File: src/rtl/fpgamath_pkg.sv
// Shared fixed-point math helpers for the DSP datapath blocks.
// Contents:
//   MIN_LATENCY    - shortest pipeline supported by the multiplier family
//   round_const(w) - half-LSB constant 2^(w-2) added before the >>> (w-1)
//   sat_max(w)     - largest Q1.(w-1) value,  2^(w-1)-1
//   sat_min(w)     - smallest Q1.(w-1) value, -2^(w-1)
package fpgamath_pkg;

   localparam int MIN_LATENCY = 2;

   function automatic logic signed [63:0] round_const(input int wdth);
      return 64'sd1 <<< (wdth - 2);
   endfunction

   function automatic logic signed [63:0] sat_max(input int wdth);
      return (64'sd1 <<< (wdth - 1)) - 64'sd1;
   endfunction

   function automatic logic signed [63:0] sat_min(input int wdth);
      return -(64'sd1 <<< (wdth - 1));
   endfunction

endpackage

File: src/rtl/round_sat.sv
// Combinational rescale of a full-width Q2.(2*WDTH-2) product back to
// Q1.(WDTH-1): optional round-half-up, arithmetic shift, and either
// saturation or two's-complement wrap on overflow.
// Ports:
//   p_i   in  2*WDTH  signed full product
//   z_o   out WDTH    signed rescaled result
//   ovf_o out 1       result did not fit in WDTH bits (saturated or wrapped)
module round_sat
   import fpgamath_pkg::*;
#(
   parameter int WDTH  = 16,
   parameter int ROUND = 1,
   parameter int SAT   = 1
) (
   input  logic signed [2*WDTH-1:0] p_i,
   output logic signed [WDTH-1:0]   z_o,
   output logic                     ovf_o
);

   localparam logic signed [WDTH-1:0] ZMAX = WDTH'(sat_max(WDTH));
   localparam logic signed [WDTH-1:0] ZMIN = WDTH'(sat_min(WDTH));

   logic signed [2*WDTH-1:0] r;
   logic signed [2*WDTH-1:0] q;
   logic        [WDTH:0]     hi;

   if (ROUND != 0) begin : g_round
      localparam logic signed [2*WDTH-1:0] RC = (2*WDTH)'(round_const(WDTH));
      // Cannot overflow: |P| <= 2^(2*WDTH-2), far below the 2*WDTH-bit limit.
      assign r = p_i + RC;
   end else begin : g_trunc
      assign r = p_i;
   end

   assign q  = r >>> (WDTH - 1);
   // Result fits only if every bit from the WDTH-bit sign upward agrees.
   assign hi = q[2*WDTH-1:WDTH-1];
   assign ovf_o = ~((&hi) | ~(|hi));

   always_comb begin
      z_o = q[WDTH-1:0];
      if ((SAT != 0) && ovf_o) begin
         z_o = q[2*WDTH-1] ? ZMIN : ZMAX;
      end
   end

endmodule

File: src/rtl/multiply_pipe.sv
// Pipelined signed Q1.(WDTH-1) multiplier with valid/ready flow control
// and an opaque metadata field that travels with each sample.
// Ports:
//   clk, rst_n          clock, asynchronous active-low reset
//   in_valid/in_ready   input handshake (in_ready is combinational)
//   x, y                signed operands
//   in_m                metadata, passed through unchanged
//   out_valid/out_ready output handshake
//   z, out_m, overflow  result, its metadata, and its overflow flag
//
// Handshake: advance = out_ready | ~out_valid drives every stage enable and
// in_ready. A stall freezes the whole pipe (bubbles are not collapsed), so
// each accepted sample exits exactly LATENCY advancing cycles later, in order.
//
// Stage layout: operand stage 1, LATENCY-3 extra operand delay stages (kept
// in front of the multiply so they can be retimed into DSP input registers),
// product register, output register holding rounded/saturated z. With
// LATENCY=2 the product register is omitted and the multiply feeds the
// output register directly.
module multiply_pipe
   import fpgamath_pkg::*;
#(
   parameter int WDTH    = 16,
   parameter int MWDTH   = 1,
   parameter int LATENCY = 3,
   parameter int ROUND   = 1,
   parameter int SAT     = 1
) (
   input  logic             clk,
   input  logic             rst_n,
   input  logic             in_valid,
   output logic             in_ready,
   input  logic [WDTH-1:0]  x,
   input  logic [WDTH-1:0]  y,
   input  logic [MWDTH-1:0] in_m,
   output logic             out_valid,
   input  logic             out_ready,
   output logic [WDTH-1:0]  z,
   output logic [MWDTH-1:0] out_m,
   output logic             overflow
);

   localparam int NXY = (LATENCY > MIN_LATENCY) ? LATENCY - 2 : 1;
   localparam int NM  = LATENCY - 1;

   logic                     advance;
   logic [LATENCY-1:0]       vld_q;
   logic signed [WDTH-1:0]   x_q [NXY];
   logic signed [WDTH-1:0]   y_q [NXY];
   logic [MWDTH-1:0]         m_q [NM];
   logic signed [2*WDTH-1:0] xw;
   logic signed [2*WDTH-1:0] yw;
   logic signed [2*WDTH-1:0] prod;
   logic signed [WDTH-1:0]   rs_z;
   logic                     rs_ovf;
   logic [WDTH-1:0]          z_q;
   logic [MWDTH-1:0]         out_m_q;
   logic                     ovf_q;

   assign out_valid = vld_q[LATENCY-1];
   assign advance   = out_ready | ~out_valid;
   assign in_ready  = advance;
   assign z         = z_q;
   assign out_m     = out_m_q;
   assign overflow  = ovf_q;

   always_ff @(posedge clk or negedge rst_n) begin
      if (!rst_n) begin
         vld_q <= '0;
      end else if (advance) begin
         vld_q <= {vld_q[LATENCY-2:0], in_valid};
      end
   end

   always_ff @(posedge clk or negedge rst_n) begin
      if (!rst_n) begin
         for (int i = 0; i < NXY; i++) begin
            x_q[i] <= '0;
            y_q[i] <= '0;
         end
      end else if (advance) begin
         x_q[0] <= x;
         y_q[0] <= y;
         for (int i = 1; i < NXY; i++) begin
            x_q[i] <= x_q[i-1];
            y_q[i] <= y_q[i-1];
         end
      end
   end

   always_ff @(posedge clk or negedge rst_n) begin
      if (!rst_n) begin
         for (int i = 0; i < NM; i++) begin
            m_q[i] <= '0;
         end
      end else if (advance) begin
         m_q[0] <= in_m;
         for (int i = 1; i < NM; i++) begin
            m_q[i] <= m_q[i-1];
         end
      end
   end

   // Sign-extend before multiplying so the full 2*WDTH product is exact.
   assign xw = (2*WDTH)'(x_q[NXY-1]);
   assign yw = (2*WDTH)'(y_q[NXY-1]);

   if (LATENCY > MIN_LATENCY) begin : g_prod_reg
      logic signed [2*WDTH-1:0] p_q;
      always_ff @(posedge clk or negedge rst_n) begin
         if (!rst_n) begin
            p_q <= '0;
         end else if (advance) begin
            p_q <= xw * yw;
         end
      end
      assign prod = p_q;
   end else begin : g_prod_comb
      assign prod = xw * yw;
   end

   round_sat #(
      .WDTH  (WDTH),
      .ROUND (ROUND),
      .SAT   (SAT)
   ) u_round_sat (
      .p_i   (prod),
      .z_o   (rs_z),
      .ovf_o (rs_ovf)
   );

   always_ff @(posedge clk or negedge rst_n) begin
      if (!rst_n) begin
         z_q     <= '0;
         out_m_q <= '0;
         ovf_q   <= 1'b0;
      end else if (advance) begin
         z_q     <= rs_z;
         out_m_q <= m_q[NM-1];
         ovf_q   <= rs_ovf;
      end
   end

endmodule

File: config.mk
export PLATFORM = sky130hd
export DESIGN_NAME = multiply_pipe
export DESIGN_NICKNAME = d
export VERILOG_FILES = /design/src/rtl/fpgamath_pkg.sv /design/src/rtl/round_sat.sv /design/src/rtl/multiply_pipe.sv
export SDC_FILE = /design/constraint.sdc
export NUM_CORES = 1
export LEC_CHECK = 0
export CAP_MARGIN = 40
export CORE_ASPECT_RATIO = 0.5
export CORE_MARGIN = 2
export CORE_UTILIZATION = 61
export CTS_CLUSTER_SIZE = 12
export DETAILED_ROUTE_END_ITERATION = 16
export DONT_BUFFER_PORTS = 1
export PLACE_DENSITY_LB_ADDON = 0.2
export SLEW_MARGIN = 20
export SYNTH_ARGS = -nofsm -noshare
export SYNTH_HDL_FRONTEND = slang
export SYNTH_SLANG_ARGS = --single-unit
File: constraint.sdc
create_clock -name clk -period 6.45 [get_ports clk]
set_input_delay 0 -clock clk [delete_from_list [all_inputs] [get_ports clk]]
set_output_delay 0 -clock clk [all_outputs]
set_load 0.05 [all_outputs]
After elaboration in Yosys (flattened, before gate mapping)

Cells that the tools add are included.

Input port bits: 37
Logic and storage cells: 20
Output and inout port bits: 20
Bits in registers: 87

Multiplexer cells: 2
$add $sub $neg: 1
Reductions and logical operators: 2
Multiply operators: 1
Bitwise logic cells: 5

Operators with widths:

| operator                                                          | count |
|---|---|
| 32-bit by 16-bit adder with 32-bit output (second input constant) | 1 |
| 16-bit by 16-bit multiplier with 32-bit output                    | 1 |
| 16-bit two-way mux                                                | 2 |
| 1-bit inverter                                                    | 3 |
| 1-bit bitwise OR                                                  | 2 |
| 2-bit AND reduction                                               | 1 |
| 2-bit OR reduction                                                | 1 |

Logic depth before layout (Yosys ltp)

Word-level depth: 5
Depth in mapped cells: 22

Hierarchy

A second synthesis with hierarchy kept.

Cell total of the unflattened synthesis: 1,515
Area total of the unflattened synthesis: 13,695.6 µm²

By module, submodules not included:

| module        | area an instance (µm²) | cells an instance | times used |
|---|---|---|---|
| multiply_pipe | 13,117.6               | 1,441             | 1 |
| round_sat     | 578.1                  | 74                | 1 |

Worst setup path before layout

No wires, ideal clock.

Path type: reg-to-reg
From: register x_q[15] (netlist name)
To: register g_prod_reg.p_q[30]
Stages on the path, launching flop included: 20
Data required time: 6,319 ps
Setup slack: 330 ps
Data arrival time: 5,990 ps
Library setup time: 131 ps
Path buffers: 1
Cell sequence: dfrtp_1 clkbuf_1 nand2_1 inv_1 fa_1 fa_1 fa_1 fa_1 fa_1 inv_1 fa_1 inv_1 ha_1 a21oi_1 o21ai_0 a2111o_1 a41o_2 a31o_1 a2111oi_2 nor3_1

Longest elaborated chain between the ends: 1

RTL lines:

| element                                        | RTL line             | source |
|---|---|---|
| start: declaration                             | multiply_pipe.sv:48  | `logic signed [WDTH-1:0] x_q [NXY];` |
| start signal: indexed assignment               | multiply_pipe.sv:85  | `x_q[i] <= x_q[i-1];` |
| 16-bit by 16-bit multiplier with 32-bit output | multiply_pipe.sv:114 | `p_q <= xw * yw;` |
| end signal: assignment                         | multiply_pipe.sv:114 |  |
| end: declaration                               | multiply_pipe.sv:109 | `logic signed [2*WDTH-1:0] p_q;` |

Every way passes these cells.
A chain may end at the register's enable or synchronous reset.

Worst setup path in the final report

From: register x_q[8] (netlist name)
To: register g_prod_reg.p_q[29]

Same word-level chain as after synthesis.

==> results.cfg <==
[run_status]
status = finished clean

[place]
place_ws_ps = 20.4
io_buffer_count = 0
hpwlAfterDp_mm = 24.2
gp_congestion = 0.920

[synth]
synth_most_common_cell = inv_1
synth_ff_type = dfrtp_1
avgSynthCellArea_um2 = 9.16
synth_edf_count = 0
synth_largest_area_cell = fa_1
synthTopCellsByCount = inv_1, fa_1, nand2_1, and2_1, ha_1
syn_area_um2 = 12700
syn_nets = 1760
synth_area_leaders = fa_1, dfrtp_1, inv_1
yosys_warnings = 0
ys_ff_latch = 73
synth_top_area_share_pct = 41.3
async_reset_ff_share_pct = 100
syn_inst = 1382
netlist-cell-type-count = 56
yosysSeqAreaShare_pct = 14.4

[clock_tree]
cts_tree = yes
clk_path_buf_depth = 2
htreeDepth = 3
clk_pin_slew_worst_paths_ps = 70
root_buffer = clkbuf_16
clk-insertion-delay-late_ps = 350
numCtsBuffers = 9
cts_sinks = 73

[route]
first_pass_iters = 5
drt_wl_total_mm = 29.9
antenna_left = 0
drtIter0Drc = 709
via_count = 9394
wl_per_cell_um = 17.6
drc = 0
route.detailed.vias_per_inst = 5.54

[floorplan]
die_y_um = 106
coreArea_um2 = 20500
rows = 37
dieArea_um2 = 22000
die_w_um = 208
num_io_pins = 57
start_util_pct = 61.9

[timing]
drv_slew = 0
timing.fmax_ghz = 0.160
fin_hold_ws_ps = 190
final_hold_viol_count = 0
setup_viol = 0
timing.slew.headroom_pct = 42.8
period_share_pct = 97.2
finalClockSkew_ps = 11.6
rsz0062_at_grt = false
finalWorstSetupSlack_ps = 182
tns_ps = 0
min_period_ps = 6270
tightest_slew_ps = 855

[global_routing]
grt_pass1_vias = 10300
grtUsageTotal_pct = 29.5
grt_max_degree = 74
grt_pass1_wl_mm = 50.9
antenna_found_initial = 1
overflow = 0

[critical_path]
ff2ff_setup_slack_ps = 180
worst-path-max-fanout = 11
reg2reg_depth = 20
start_kind = register
cp-end-kind = register
worstSetupPathType = register to register
arrival_ps = 6550
rr_endpoint = g_prod_reg.p_q[29]
required_ps = 6730
r2r-start = x_q[8]

[layout]
layout-drive-gt1-share_pct = 6.33
area_growth_pct = 9.43
fin_nets = 1795
seqCellArea_um2 = 1840
multi_input_area_um2 = 9550
fillers = 1607
finalCoreUtilization_pct = 67.7

[hold_path]
hp-class = input port to async pin

[run]
drv_cap = 0
==> layout by cell type (no fill, tap or decap), types with 9 or more instances in the layout <==
master / instances
inv_1: 297
fa_1: 258
nand2_1: 251
and2_1: 126
ha_1: 80
dfrtp_1: 62
nor2_1: 40
buf_4: 39
dlygate4sd3_1: 35
a21oi_1: 34
o21ai_0: 25
xnor2_1: 22
xor2_1: 18
nand3_1: 13
dfrtp_2: 11
clkbuf_16: 9
==> critical path, cell delays in order, from the launching register on <==
cell and delay [ps]:
dfrtp_1 550, and2_1 240, fa_1 540, inv_1 50, fa_1 470, fa_1 510, inv_1 50, fa_1 490
fa_1 490, inv_1 50, fa_1 470, inv_1 50, ha_1 350, nand3_1 190, a211oi_2 410, a2111oi_2 140
buf_4 170, o21ai_1 320, a31oi_1 190, or3_1 340, a21oi_1 130
==> per-stage QoR <==
stage,area [um2],cells
after floorplan,12700,1382
after global placement,13100,1641
after detailed placement,13100,1641
after CTS,13800,1693
after global routing,13900,1695
final,13900,1696
==> kinds of logic (layout without fill, tap and decap cells) <==
logic type               count (synthesis)  in the layout  share of synthesized area [%]
other                                    0              1                              0
AND/OR/NAND/NOR                        466            466                           17.3
adder cells (fa/ha/maj)                349            349                           49.8
XOR/XNOR                                40             40                           2.77
multiplexers                             1              1                         0.0790
buffers and inverters                  351            391                           10.4
AO/OA/AOI/OAI                          102            102                           5.22
flip-flops                              73             73                           14.4
==> worst max path at each step <==
stage	start	to	slack, ps	cells past startpoint
2_1_floorplan	x_q[15]	g_prod_reg.p_q[30]	330	19
6_report	x_q[8]	g_prod_reg.p_q[29]	180	20
4_1_cts	x_q[8]	g_prod_reg.p_q[29]	40	20
3_5_place_dp	y_q[7]	g_prod_reg.p_q[30]	20	18
3_3_place_gp	x_q[8]	g_prod_reg.p_q[29]	80	20
5_1_grt	x_q[15]	g_prod_reg.p_q[30]	20	19
==> layer usage <==
| layer | vias up | part of all wire [%] | track usage (%) |
|---|---|---|---|
| li1 | 4167 | - | - |
| met1 | 4801 | 42 | 40.3 |
| met2 | 364 | 48 | 48.8 |
| met3 | 62 | 6.7 | 4.08 |
| met4 | 0 | 3.5 | 11.3 |
| met5 | - | 0 | 0 |
==> state kept, by name, summed over array words and instances (netlist names) <==
signal,count
g_prod_reg.p_q,18
y_q,16
out_m,1
z,16
x_q,16
overflow,1
vld_q,3
m_q,2
==> final cells by class <==
type / instances / area share (%)
flip-flops and latches: 73 / 13.3
inverters: 298 / 8.07
multi-input cells: 958 / 68.9
diodes: 1 / 0.0181
well taps: 273 / 2.46
repair buffers: 77 / 5.09
clock buffers: 9 / 1.62
clock inverters: 7 / 0.569
==> what timing repair did <==
| action | 4_1_cts | 5_1_grt |
|---|---|---|
| hold buffers | 36 | 0 |
| buffers inserted | 0 | 0 |
| hold endpoints to repair | 107 | 0 |
| setup endpoints to repair | 1 | 13 |
| resized for setup | 1 | 18 |
| cloned | 0 | 0 |
Power is left out: the tool's default activity adds up to more than one toggle a clock period on the data nets, which glitch-free logic cannot reach.
